`src/rtl/bist_pipe_buf.sv`:
```
// bist_pipe_buf
// Multi-channel, multi-stage retiming pipeline for BIST memory-access signals.
// It sits between the BIST controller and up to pCH memory wrappers, and adds
// global hold (freeze), flush (kill in-flight accesses) and occupancy reporting.
//
// Optional feature macro: BIST_PIPE_BUF_PARITY_EN
//   When defined, an even-parity bit per channel is computed at S0 and carried
//   with the pattern. buf_par_err is a sticky per-channel mismatch flag at the
//   output stage. When undefined, buf_par_err is tied to 0. The port list is
//   the same in both builds.
//
// Ports:
//   bist_clk, bist_rst_n     clock, async active-low reset
//   bist_hold                freeze all stages (inputs dropped)
//   bist_flush               clear cs/we of every stage at the next edge
//   bist_cs/we/addr/pat      controller access (pattern packed per channel)
//   buf_cs/we/addr/pat       access delayed by pDEPTH cycles
//   buf_busy                 any stage holds a cs bit
//   buf_inflight             number of stages holding a cs bit
//   buf_par_err              sticky per-channel parity error
module bist_pipe_buf #(
    parameter int pDATA_WIDTH = 2,
    parameter int pADDR_WIDTH = 8,
    parameter int pCH         = 1,
    parameter int pDEPTH      = 2,
    parameter int pCNT_WIDTH  = 5
) (
    input  logic                       bist_clk,
    input  logic                       bist_rst_n,
    input  logic                       bist_hold,
    input  logic                       bist_flush,
    input  logic [pCH-1:0]             bist_cs,
    input  logic [pCH-1:0]             bist_we,
    input  logic [pADDR_WIDTH-1:0]     bist_addr,
    input  logic [pCH*pDATA_WIDTH-1:0] bist_pat,
    output logic [pCH-1:0]             buf_cs,
    output logic [pCH-1:0]             buf_we,
    output logic [pADDR_WIDTH-1:0]     buf_addr,
    output logic [pCH*pDATA_WIDTH-1:0] buf_pat,
    output logic                       buf_busy,
    output logic [pCNT_WIDTH-1:0]      buf_inflight,
    output logic [pCH-1:0]             buf_par_err
);

    localparam int PW = pCH * pDATA_WIDTH;

    // Stage registers; index pDEPTH-1 is the output stage.
    logic [pDEPTH-1:0][pCH-1:0]         cs_q,   cs_d,   cs_src;
    logic [pDEPTH-1:0][pCH-1:0]         we_q,   we_d,   we_src;
    logic [pDEPTH-1:0][pADDR_WIDTH-1:0] addr_q, addr_d, addr_src;
    logic [pDEPTH-1:0][PW-1:0]          pat_q,  pat_d,  pat_src;

    // What each stage would capture on a normal shift: S0 takes the inputs,
    // stage i takes stage i-1.
    generate
        if (pDEPTH > 1) begin : g_shift
            assign cs_src   = {cs_q[pDEPTH-2:0],   bist_cs};
            assign we_src   = {we_q[pDEPTH-2:0],   bist_we};
            assign addr_src = {addr_q[pDEPTH-2:0], bist_addr};
            assign pat_src  = {pat_q[pDEPTH-2:0],  bist_pat};
        end else begin : g_single
            assign cs_src   = bist_cs;
            assign we_src   = bist_we;
            assign addr_src = bist_addr;
            assign pat_src  = bist_pat;
        end
    endgenerate

    always_comb begin
        cs_d   = cs_q;
        we_d   = we_q;
        addr_d = addr_q;
        pat_d  = pat_q;
        if (!bist_hold) begin
            cs_d   = cs_src;
            we_d   = we_src;
            addr_d = addr_src;
            pat_d  = pat_src;
        end
        // Flush overrides hold for the control bits only; addr/pat keep
        // following hold so the datapath is not disturbed.
        if (bist_flush) begin
            cs_d = '0;
            we_d = '0;
        end
    end

    always_ff @(posedge bist_clk or negedge bist_rst_n) begin
        if (!bist_rst_n) begin
            cs_q   <= '0;
            we_q   <= '0;
            addr_q <= '0;
            pat_q  <= '0;
        end else begin
            cs_q   <= cs_d;
            we_q   <= we_d;
            addr_q <= addr_d;
            pat_q  <= pat_d;
        end
    end

    assign buf_cs   = cs_q[pDEPTH-1];
    assign buf_we   = we_q[pDEPTH-1];
    assign buf_addr = addr_q[pDEPTH-1];
    assign buf_pat  = pat_q[pDEPTH-1];
    assign buf_busy = |cs_q;

    // Occupancy counts stages, not channels; we without cs does not count.
    always_comb begin
        buf_inflight = '0;
        for (int i = 0; i < pDEPTH; i++) begin
            if (|cs_q[i]) buf_inflight = buf_inflight + pCNT_WIDTH'(1);
        end
    end

`ifdef BIST_PIPE_BUF_PARITY_EN
    logic [pDEPTH-1:0][pCH-1:0] par_q, par_d, par_src;
    logic [pCH-1:0]             in_par, out_par, err_q, err_d;

    always_comb begin
        in_par  = '0;
        out_par = '0;
        for (int k = 0; k < pCH; k++) begin
            in_par[k]  = ^bist_pat[k*pDATA_WIDTH +: pDATA_WIDTH];
            out_par[k] = ^buf_pat[k*pDATA_WIDTH +: pDATA_WIDTH];
        end
    end

    generate
        if (pDEPTH > 1) begin : g_par_shift
            assign par_src = {par_q[pDEPTH-2:0], in_par};
        end else begin : g_par_single
            assign par_src = in_par;
        end
    endgenerate

    always_comb begin
        par_d = bist_hold ? par_q : par_src;
        // Only accesses actually presented (cs set) can raise an error.
        err_d = err_q | (buf_cs & (out_par ^ par_q[pDEPTH-1]));
        if (bist_flush) err_d = '0;
    end

    always_ff @(posedge bist_clk or negedge bist_rst_n) begin
        if (!bist_rst_n) begin
            par_q <= '0;
            err_q <= '0;
        end else begin
            par_q <= par_d;
            err_q <= err_d;
        end
    end

    assign buf_par_err = err_q;
`else
    assign buf_par_err = '0;
`endif

endmodule

```
`config.mk`:
```
export PLATFORM = sky130hd
export DESIGN_NAME = bist_pipe_buf
export DESIGN_NICKNAME = d
export VERILOG_FILES = /design/src/rtl/bist_pipe_buf.sv
export SDC_FILE = /design/constraint.sdc
export NUM_CORES = 1
export LEC_CHECK = 0
export BUFFER_PORTS_ARGS = -buffer_cell sky130_fd_sc_hd__buf_2
export CELL_PAD_IN_SITES_DETAIL_PLACEMENT = 1
export CELL_PAD_IN_SITES_GLOBAL_PLACEMENT = 1
export CORE_ASPECT_RATIO = 0.75
export CORE_MARGIN = 2
export CORE_UTILIZATION = 36
export DETAILED_ROUTE_END_ITERATION = 7
export PLACE_DENSITY_LB_ADDON = 0.1
export SLEW_MARGIN = 20
export SYNTH_ARGS = -nofsm -noshare
export SYNTH_HDL_FRONTEND = slang
export SYNTH_SLANG_ARGS = --single-unit
```
`constraint.sdc`:
```
create_clock -name bist_clk -period 0.9 [get_ports bist_clk]
set_clock_uncertainty 0.1 [all_clocks]
set_input_delay 0.09 -clock bist_clk [delete_from_list [all_inputs] [get_ports bist_clk]]
set_output_delay 0.09 -clock bist_clk [all_outputs]
set_load 0.03 [all_outputs]
```
==> flow_summary_export.csv <==
group,metric,value,unit
critical_path,rrSetupSlack,-0.27,ns
floorplan,die_h,52.68,um
clocking,clk_path_buf_depth,2,
detailed_routing,avgViaCountPerCell,4.231,
logic_synthesis,synth_warnings,0,
logic_synthesis,ys_seq_elements,24,
placed_design,place.gp.congestion,0.6545,
detailed_routing,first_pass_iters,3,
grt,grt_pass1_vias,650,
power,p_int,1.977,mW
final_layout,fin_cells,147,
grt,grt_pass1_wl,2980,um
critical_path,crit_type,"register to output pin",
logic_synthesis,avgSynthCellArea,15.16,um^2
floorplan,fp.coreArea,0.002978,mm^2
placed_design,dpl_worst_slack,-0.1670,ns
critical_path,cp_max_fo,3,
clocking,ctsHoldBuffers,4,
placed_design,dpl.hpwl,1229,um
power,p_total,2.696,mW
logic_synthesis,synth-seq-area-share,0.5281,
detailed_routing,vias,622,
logic_synthesis,synth.distinct_cells,11,
timing,fin_hold_ws,-0.04455,ns
floorplan,die-area,0.003629,mm^2
status,failed_checks,"hold timing, setup timing",
critical_path,timing.critical_path.arrival,1.10,ns
grt,grt_max_degree,25,
status,status,"complete, but fails checks",
logic_synthesis,synth_cells,75,
worst_hold_path,holdCritPathClass,"input port to register",
grt,grt_use_total,0.1161,
detailed_routing,drtIter0Drc,13,
placed_design,portBuffers,30,
power,clockPowerShare,0.261,
placed_design,place_area,0.001250,mm^2
clocking,htreeDepth,1,
clocking,clock_sinks,24,
critical_path,worstSetupEndpointType,"output pin",
power,p_leak,0.7502,nW
clocking,numCtsBuffers,3,
clocking,cts_root_buffer,"clkbuf_8",
final_layout,layout-drive-gt1-share,0.6330,
timing,worst_slack,-0.3881,ns
final_layout,fin_nets,128,
critical_path,start_kind,"register",
floorplan,die_w,68.90,um
clocking,clk_pin_slew,0.08,ns
timing,fmax,776.3,MHz
floorplan,start_util,0.3819,
power,p_sw_frac,0.2668,
grt,grt_antenna_before_repair,0,
timing,setup-violations-final,19,
detailed_routing,drc_errors,0,
clocking,cts_tree,"built",
power,pwr-share-seq,0.474,
final_layout,area_growth,30.80,%
critical_path,endpoint,"buf_inflight[0]",
final_layout,design_area,0.001488,mm^2
logic_synthesis,netlist_area,0.001137,mm^2
timing,grt_setup_unrepaired,"yes",
final_layout,n_antenna_cell,0,
detailed_routing,ant_nets,0,
grt,overflow,0,
critical_path,crit_start,"cs_q[0]",
detailed_routing,routed_wl,1788,um
power,ir_drop,0.0008948,V
timing,hold_viol_final,10,
critical_path,critPathRequiredTime,0.71,ns
critical_path,reg2reg_to,"cs_q[0]",
critical_path,worstReg2RegStart,"cs_q[0]",
clocking,worstSkewPairLatency,0.26,ns
timing,min_period_over_period,1.431,
floorplan,num_rows,17,
placed_design,post-place-cells,133,
power,powerDensity,1812,mW/mm^2
detailed_routing,wl_per_cell,12.16,um
job,cap_violations,0,
timing,report.final.slew_viol_count,0,
power,switchingPower,0.7193,mW
power,comb_power_share,0.265,
timing,min_period,1.288,ns
critical_path,rr_worst_depth,5,
floorplan,io_pins,35,
[per-layer routing]
layer	global-route usage	vias up	part of all wire
met1	0.1409	308	0.42
met2	0.1859	20	0.51
met5	0	-	0
met3	0.05376	0	0.076
li1	-	294	-
met4	0.02941	0	0
[worst max-delay path, cell delays in order (launching register included)]
cell and delay (ns):
dfrtp_1 0.40, inv_2 0.06, ha_4 0.26, buf_6 0.12
[stage by stage]
stage,TNS (ns),utilization
detailed placement,-0.9781,0.4197
global placement,-0.7832,0.4197
global route,-3.942,0.4996
CTS,-2.809,0.4920
finish,-3.157,0.4996
floorplan,-0.3539,-
[power by group through the flow]
stage	logic, mW	clock network, mW	registers (mW)
detailed placement	0.580	0	1.28
CTS	0.709	0.737	1.28
global placement	0.569	0	1.28
global route	0.764	0.801	1.29
finish	0.714	0.705	1.28
floorplan	0.539	0	1.27
[Yosys cell counts]
cell | number | area [um^2]
mux2_2 | 4 | 45.04
buf_12 | 2 | 40.04
buf_6 | 1 | 11.26
mux2_4 | 16 | 240.2
ha_1 | 2 | 25.02
mux2i_1 | 4 | 40.04
inv_1 | 3 | 11.26
nor2_1 | 4 | 15.01
dfrtp_1 | 24 | 600.6
conb_1 | 1 | 3.750
buf_4 | 14 | 105.1
[layout by cell type (no fill, tap or decap)]
cell type,n
dfrtp_1,23
mux2_4,16
buf_6,16
buf_2,15
buf_4,8
mux2i_1,4
nor2_1,4
mux2_2,4
conb_1,4
clkbuf_8,4
dlygate4sd3_1,4
inv_2,2
clkinvlp_4,1
ha_4,1
ha_1,1
dfrtp_2,1
buf_12,1
[cell type report]
| class | instances | area [um^2] |
|---|---|---|
| Multi-Input combinational cell | 34 | 392.9 |
| Clock buffer | 4 | 55.05 |
| Sequential cell | 24 | 601.8 |
| Tap cell | 38 | 47.55 |
| Inverter | 3 | 15.01 |
| Timing Repair Buffer | 44 | 375.4 |
| Fill cell | 307 | 1490 |
[worst min path at each step]
stage                     slack, ns    startpoint  cells past startpoint          to
after global routing          -0.06  bist_addr[3]                      2   addr_q[3]
after global placement        -0.01    bist_rst_n                      2    pat_q[1]
after CTS                     -0.05  bist_addr[7]                      2   addr_q[7]
after detailed placement     -0.009    bist_rst_n                      2  buf_pat[1]
final                         -0.04  bist_addr[0]                      2   addr_q[0]
after floorplan               -0.31    bist_rst_n                      0   addr_q[0]
[cell families after synthesis]
kind of cell / Yosys count / synth area share
muxes: 24 / 0.2860
DFF: 24 / 0.5281
buffers and inverters: 20 / 0.1474
and+or+nand+nor: 4 / 0.01320
adders and majority gates: 2 / 0.02200
other: 1 / 0.003297
[what timing repair did]
| item | 4_1_cts | 5_1_grt |
|---|---|---|
| setup endpoints to repair | 17 | 18 |
| gates cloned | 0 | 0 |
| resized for setup | 32 | 0 |
| buffers inserted | 3 | 3 |
| endpoints found under the hold margin | 38 | 10 |
[state kept, by name, indices dropped and copies added, names as in the netlist]
signal    flops
cs_q          1
buf_addr      8
we_q          1
buf_pat       2
addr_q        8
buf_cs        1
buf_we        1
pat_q         2
Power figures use the tool's default switching activity.
